### config.mk
export PLATFORM = sky130hd
export DESIGN_NAME = leddc_frame_serializer
export DESIGN_NICKNAME = d
export VERILOG_FILES = /design/src/rtl/leddc_frame_serializer.sv
export SDC_FILE = /design/constraint.sdc
export NUM_CORES = 1
export LEC_CHECK = 0
export CAP_MARGIN = 0
export CELL_PAD_IN_SITES_DETAIL_PLACEMENT = 1
export CELL_PAD_IN_SITES_GLOBAL_PLACEMENT = 1
export CORE_MARGIN = 2
export CORE_UTILIZATION = 37
export DETAILED_ROUTE_END_ITERATION = 8
export GPL_ROUTABILITY_DRIVEN = 0
export GPL_TIMING_DRIVEN = 0
export PLACE_DENSITY = 0.75
export SYNTH_ARGS = -nofsm -noshare
export SYNTH_HDL_FRONTEND = slang
export SYNTH_SLANG_ARGS = --single-unit
### constraint.sdc
create_clock -name DCK -period 6.6 [get_ports DCK]
set_clock_uncertainty 0.2 [all_clocks]
set_input_delay 1.65 -clock DCK [delete_from_list [all_inputs] [get_ports DCK]]
set_output_delay 1.65 -clock DCK [all_outputs]
set_load 0.03 [all_outputs]
### src/rtl/leddc_frame_serializer.sv
// Serializes 16-bit grayscale words into the LEDDC DCK-domain DAI/DEN stream, framed in WORDS_PER_FRAME words.
// Optional build macro LEDDC_SER_ABORT_EN adds a frame_abort input that ends the current frame early.
module leddc_frame_serializer #(
    parameter int unsigned DATA_W          = 16,
    parameter int unsigned WORDS_PER_FRAME = 512,
    parameter int unsigned GAP_CYCLES      = 2,
    parameter int unsigned FRAME_GAP       = 3,
    localparam int unsigned IDX_W          = $clog2(WORDS_PER_FRAME)
) (
    input  logic              DCK,
    input  logic              rst,
`ifdef LEDDC_SER_ABORT_EN
    input  logic              frame_abort,
`endif
    input  logic              in_valid,
    input  logic [DATA_W-1:0] in_data,
    output logic              in_ready,
    output logic              DAI,
    output logic              DEN,
    output logic [IDX_W-1:0]  word_idx,
    output logic              frame_done,
    output logic              busy
);

    localparam int unsigned BIT_W   = (DATA_W > 1) ? $clog2(DATA_W) : 1;
    localparam int unsigned MAX_GAP = (GAP_CYCLES > FRAME_GAP) ? GAP_CYCLES : FRAME_GAP;
    localparam int unsigned CNT_W   = (MAX_GAP > 1) ? $clog2(MAX_GAP) : 1;

    localparam logic [BIT_W-1:0] LAST_BIT  = BIT_W'(DATA_W - 1);
    localparam logic [IDX_W-1:0] LAST_WORD = IDX_W'(WORDS_PER_FRAME - 1);
    localparam logic [CNT_W-1:0] GAP_LAST  = CNT_W'(GAP_CYCLES - 1);
    localparam logic [CNT_W-1:0] FGAP_LAST = CNT_W'(FRAME_GAP - 1);

    localparam logic [1:0] ST_IDLE  = 2'd0;
    localparam logic [1:0] ST_SHIFT = 2'd1;
    localparam logic [1:0] ST_GAP   = 2'd2;
    localparam logic [1:0] ST_FGAP  = 2'd3;

    logic [1:0]        state, state_d;
    logic [DATA_W-1:0] shreg, shreg_d;
    logic [BIT_W-1:0]  bit_cnt, bit_cnt_d;
    logic [CNT_W-1:0]  gap_cnt, gap_cnt_d;
    logic [IDX_W-1:0]  word_idx_d;
    logic              aborted, aborted_d;
    logic              den_d, dai_d, frame_done_d;
    logic              abort_req;

`ifdef LEDDC_SER_ABORT_EN
    assign abort_req = frame_abort;
`else
    assign abort_req = 1'b0;
`endif

    assign in_ready = (state == ST_IDLE);
    assign busy     = (state != ST_IDLE);

    // Next-state and next-output decode; DEN/DAI default low so DAI is never driven while DEN is low.
    always_comb begin
        state_d      = state;
        shreg_d      = shreg;
        bit_cnt_d    = bit_cnt;
        gap_cnt_d    = gap_cnt;
        word_idx_d   = word_idx;
        aborted_d    = aborted;
        den_d        = 1'b0;
        dai_d        = 1'b0;
        frame_done_d = 1'b0;

        case (state)
            ST_IDLE: begin
                if (in_valid) begin
                    shreg_d   = in_data;
                    den_d     = 1'b1;
                    dai_d     = in_data[0];
                    bit_cnt_d = '0;
                    state_d   = ST_SHIFT;
                end
            end
            ST_SHIFT: begin
                if (bit_cnt == LAST_BIT) begin
                    gap_cnt_d = '0;
                    if (word_idx == LAST_WORD) begin
                        state_d = ST_FGAP;
                    end else begin
                        word_idx_d = word_idx + IDX_W'(1);
                        state_d    = ST_GAP;
                    end
                end else begin
                    shreg_d   = shreg >> 1;
                    den_d     = 1'b1;
                    dai_d     = shreg[1];
                    bit_cnt_d = bit_cnt + BIT_W'(1);
                end
            end
            ST_GAP: begin
                if (gap_cnt == GAP_LAST) begin
                    state_d = ST_IDLE;
                end else begin
                    gap_cnt_d = gap_cnt + CNT_W'(1);
                end
            end
            default: begin
                if (gap_cnt == FGAP_LAST) begin
                    state_d    = ST_IDLE;
                    word_idx_d = '0;
                    aborted_d  = 1'b0;
                end else begin
                    gap_cnt_d = gap_cnt + CNT_W'(1);
                end
            end
        endcase

        // Abort overrides any handshake or shift in progress and suppresses frame_done for this frame.
        if (abort_req) begin
            state_d    = ST_FGAP;
            gap_cnt_d  = '0;
            word_idx_d = '0;
            aborted_d  = 1'b1;
            den_d      = 1'b0;
            dai_d      = 1'b0;
        end

        frame_done_d = (state_d == ST_FGAP) && (gap_cnt_d == FGAP_LAST) && !aborted_d;
    end

    always_ff @(posedge DCK) begin
        if (rst) begin
            state      <= ST_IDLE;
            shreg      <= '0;
            bit_cnt    <= '0;
            gap_cnt    <= '0;
            word_idx   <= '0;
            aborted    <= 1'b0;
            DEN        <= 1'b0;
            DAI        <= 1'b0;
            frame_done <= 1'b0;
        end else begin
            state      <= state_d;
            shreg      <= shreg_d;
            bit_cnt    <= bit_cnt_d;
            gap_cnt    <= gap_cnt_d;
            word_idx   <= word_idx_d;
            aborted    <= aborted_d;
            DEN        <= den_d;
            DAI        <= dai_d;
            frame_done <= frame_done_d;
        end
    end

endmodule

---- Word level (Yosys, flattened, before mapping) ----
Index checks and enable logic that the tools add are counted.
word-level totals
  flip-flop bits (word level) ............. 37
  bits of input ports ..................... 19
  word-level logic and storage cells ...... 64
cells by class
  $add $sub $neg .......................... 3
  equality and inequality tests ........... 12
  muxes and demuxes ....................... 28
  bitwise operators ....................... 1
  reductions and logical operators ........ 11
operator list
  operator                                                               number
  16-bit 2-to-1 mux                                                      2
  16-bit one-hot mux with 2 select lines                                 1
  9-bit 2-to-1 mux                                                       3
  9-bit one-hot mux with 2 select lines                                  1
  2-bit 2-to-1 mux                                                       7
  2-bit one-hot mux with 3 select lines                                  2
  9-bit by 1-bit adder with 9-bit output, second input constant          1
  9-bit equality test, second input constant                             1
  2-bit equality test, second input constant                             4
  4-bit 2-to-1 mux                                                       2
  2-bit inequality test, second input constant                           4
  4-bit one-hot mux with 2 select lines                                  1
  1-bit 2-to-1 mux                                                       7
  2-bit nonzero test                                                     3
  4-bit by 1-bit adder with 4-bit output, second input constant          1
  2-bit by 1-bit equality test with 1-bit output, second input constant  2
  4-bit equality test, second input constant                             1
  1-bit one-hot mux with 2 select lines                                  2
  4-bit AND reduction                                                    1
  3-bit AND reduction                                                    1
  3-bit OR reduction                                                     1
  2-bit by 1-bit adder with 2-bit output, second input constant          1
  1-bit logical AND                                                      2
  2-bit zero test                                                        1
  3 further kinds                                                        3

---- Depth between registers and ports, before layout ----
  word-level depth ........................ 7
  mapped depth ............................ 9
  depth with buffers taken out ............ 8

---- Least setup slack after synthesis ----
Ideal clock, no wire load.
  path kind ............................... register to output
  start point ............................. reg state[1]
  end point ............................... out in_ready
  arrival time ............................ 1.088 ns
  setup slack ............................. 3.662 ns
  stages on the path, launching flop included .. 5
  buffers on the path ..................... 1
  cells stage by stage .................... dfxtp_1 > buf_4 > inv_1 > nand2_1 > inv_1
on the way
  cells in the longest elaborated chain, start to end .. 1
RTL lines
  what                    line  source
  start, declared         39    logic [1:0] state, state_d;
  start signal, assigned  138   state <= state_d;
  2-bit zero test         54    assign in_ready = (state == ST_IDLE);
  end, declared           17    output logic in_ready,
No other way between the ends.

---- Worst setup path in the final report ----
Ends and elaborated chain as after synthesis.

==> impl_metrics.py <==
metrics = {
    "floorplanning": {
        "core_area_um2": 4690,
        "die_y_um": 73.5,
        "die_area_um2": 5400,
        "ios": 33,
        "die_w_um": 73.5,
        "initial_core_util_pct": 38.1,
        "rows": 25,
    },
    "flow_run": {
        "maxCapViolCount": 0,
    },
    "timing": {
        "finalHoldViolCount": 0,
        "min_period_ps": 3690,
        "timing.final.crit_share_pct": 56.0,
        "rsz0062_at_grt": "no",
        "clock.fmax_mhz": 271,
        "tightest_slew_ps": 586,
        "slew_violations": 0,
        "slew_headroom_pct": 60.9,
        "setup_tns_ps": 0,
        "setup_viol": 0,
    },
    "routing": {
        "drt_pass1_iterations": 4,
        "post_drt_wl_per_cell_um": 15.2,
        "wirelength_um": 4430,
        "ant_nets": 0,
        "viasPerCell": 5.33,
        "drc": 0,
        "vias": 1556,
        "drt-initial-drc-count": 88,
    },
    "cts": {
        "post_cts_buffers": 0,
        "h-tree-depth": 2,
        "clkTransAtPathRegs_ps": 70,
        "post_cts_resize_count": 0,
        "cts.sinks": 36,
        "numCtsBuffers": 5,
        "cts_tree": "done",
        "hold_buffers": 0,
        "cts_buffer_depth": 2,
        "cts_root_buffer": "clkbuf_8",
        "clk_latency_ps": 290,
    },
    "place": {
        "port_buffers": 32,
        "hpwl_um": 3070,
        "dp.cells": 284,
    },
    "synth": {
        "ys_async_sr_fraction_pct": 0,
        "synthesis.nets": 225,
        "synthesis.instances": 198,
        "synth.yosys.seq_area_share_pct": 40.4,
        "synthesis.area_um2": 1790,
        "synth_seq_cells": 36,
        "syn_area_per_cell_um2": 9.02,
        "ys_warn_count": 0,
        "synth_cell_types": 39,
        "synth_edf_count": 0,
        "synth_flop_cell": "dfxtp_1",
    },
    "cells_and_area": {
        "finalCoreUtilization_pct": 49.0,
        "drive_gt1_share_pct": 9.66,
        "fillCellCount": 551,
        "area_delta_synth_final_pct": 28.8,
        "final_cell_mix": "36 x dfxtp_1, 32 x clkdlybuf4s50_1, 22 x nor2_1",
        "final_common_cell": "dfxtp_1",
        "fin_cells": 292,
        "fin_nets": 264,
        "diodes": 0,
    },
    "global_route": {
        "grt_usage_pct": 17.8,
        "grt_pass1_vias": 1634,
        "grt_pass1_wl_um": 7620,
        "grt_max_degree": 12,
        "global_route.overflow_total": 0,
        "antenna_found_initial": 0,
    },
    "power": {
        "power_mw": 0.576,
        "seqPwrFrac_pct": 42.6,
        "p_per_area_nw_per_um2": 250,
        "p_sw_share_pct": 27.2,
        "pwr-share-clk_pct": 37.9,
        "internal_power_mw": 0.419,
        "power_frac_comb_pct": 19.5,
        "p_sw_mw": 0.156,
        "ir_worst_vdd_v": 0.000144,
        "leakagePower_nw": 0.946,
    },
    "min_path": {
        "hold_class": "flip-flop to flip-flop",
        "holdPathStages": 1,
    },
    "critical_path": {
        "crit_path_max_fanout": 10,
        "cp_data_required_time_ps": 4750,
        "start_kind": "flip-flop",
        "reg2reg_depth": 9,
        "end_kind": "output port",
        "crit_arrival_ps": 1840,
        "path_class": "flip-flop to output port",
    },
    "outcome": {
        "outcome": "completed",
    },
}
==> stage by stage <==
stage	worst slack (ps)	hold WS, ps	cell area (um2)
final	2910	226	2300
after global routing	2790	237	2300
after CTS	2880	221	2300
after detailed placement	3080	211	2170
after global placement	3060	206	2170
after floorplan	3660	191	1790
==> logic make-up (layout without fill, tap and decap cells) <==
family | Yosys count | after routing | share of synthesized area (%)
buffers and inverters | 19 | 59 | 5.68
muxes | 14 | 14 | 7.85
and+or+nand+nor | 68 | 68 | 20.8
xor gates and xnor gates | 3 | 3 | 1.47
adders and majority gates | 8 | 8 | 5.61
AOI/OAI and AO/OA | 50 | 50 | 18.2
DFF | 36 | 36 | 40.4
==> worst paths after layout <==
path          startpoint          end  slack (ps)
max             state[1]     in_ready        2910
min              aborted   frame_done         230
max reg2reg  word_idx[0]  word_idx[6]        4200
min reg2reg      aborted   frame_done         230
==> registers in the layout (all words and copies together) (netlist names) <==
register / count
DEN: 1
DAI: 1
word_idx: 9
gap_cnt: 2
shreg: 15
bit_cnt: 4
state: 2
frame_done: 1
aborted: 1
==> synthesized netlist by cell type (3+ instances only) <==
cell       n  area (um2)
buf_2      6        30.0
nor2_1    22        82.6
o21ai_0    9        45.0
xnor2_1    3        26.3
nor2b_1    3        18.8
o211ai_1   4        30.0
dfxtp_1   36         721
a21oi_1   11        55.1
nand3_1    6        30.0
ha_1       8         100
nand2_1    9        33.8
inv_1      6        22.5
clkbuf_1   3        11.3
nor3_1     6        30.0
or3_1      5        31.3
mux2i_1   14         140
a211oi_1  14         105
nand4_1    3        18.8
==> power by group through the flow <==
stage / sequential, mW / clock, mW / combinational, mW
2_1_floorplan: 0.250 / 0 / 0.0743
6_report: 0.245 / 0.218 / 0.113
5_1_grt: 0.247 / 0.230 / 0.125
3_3_place_gp: 0.250 / 0 / 0.110
4_1_cts: 0.245 / 0.219 / 0.113
3_5_place_dp: 0.250 / 0 / 0.112
==> area by class of cell <==
type	count	area (um2)	area share [%]
clock buffer	7	96.3	4.19
sequential	36	721	31.3
tap	54	67.6	2.94
timing repair buffer	32	320	13.9
multi-input combinational	143	963	41.9
clock inverter	1	30.0	1.31
buffer	13	78.8	3.43
inverter	6	22.5	0.979
==> per-layer routing <==
layer	GRT usage, %	routed length (um)	vias up
li1	-	-	799
met1	24.7	2180	721
met2	27.9	2050	25
met3	3.70	128	11
met4	5.45	79	0
met5	0	0	-
==> worst max-delay path: stages, from the launching register on <==
cell	delay [ps]
dfxtp_1	370
buf_4	200
inv_1	130
nand2_1	90
inv_1	100
clkdlybuf4s50_1	670
No activity file was read; power rests on OpenSTA's default activity.
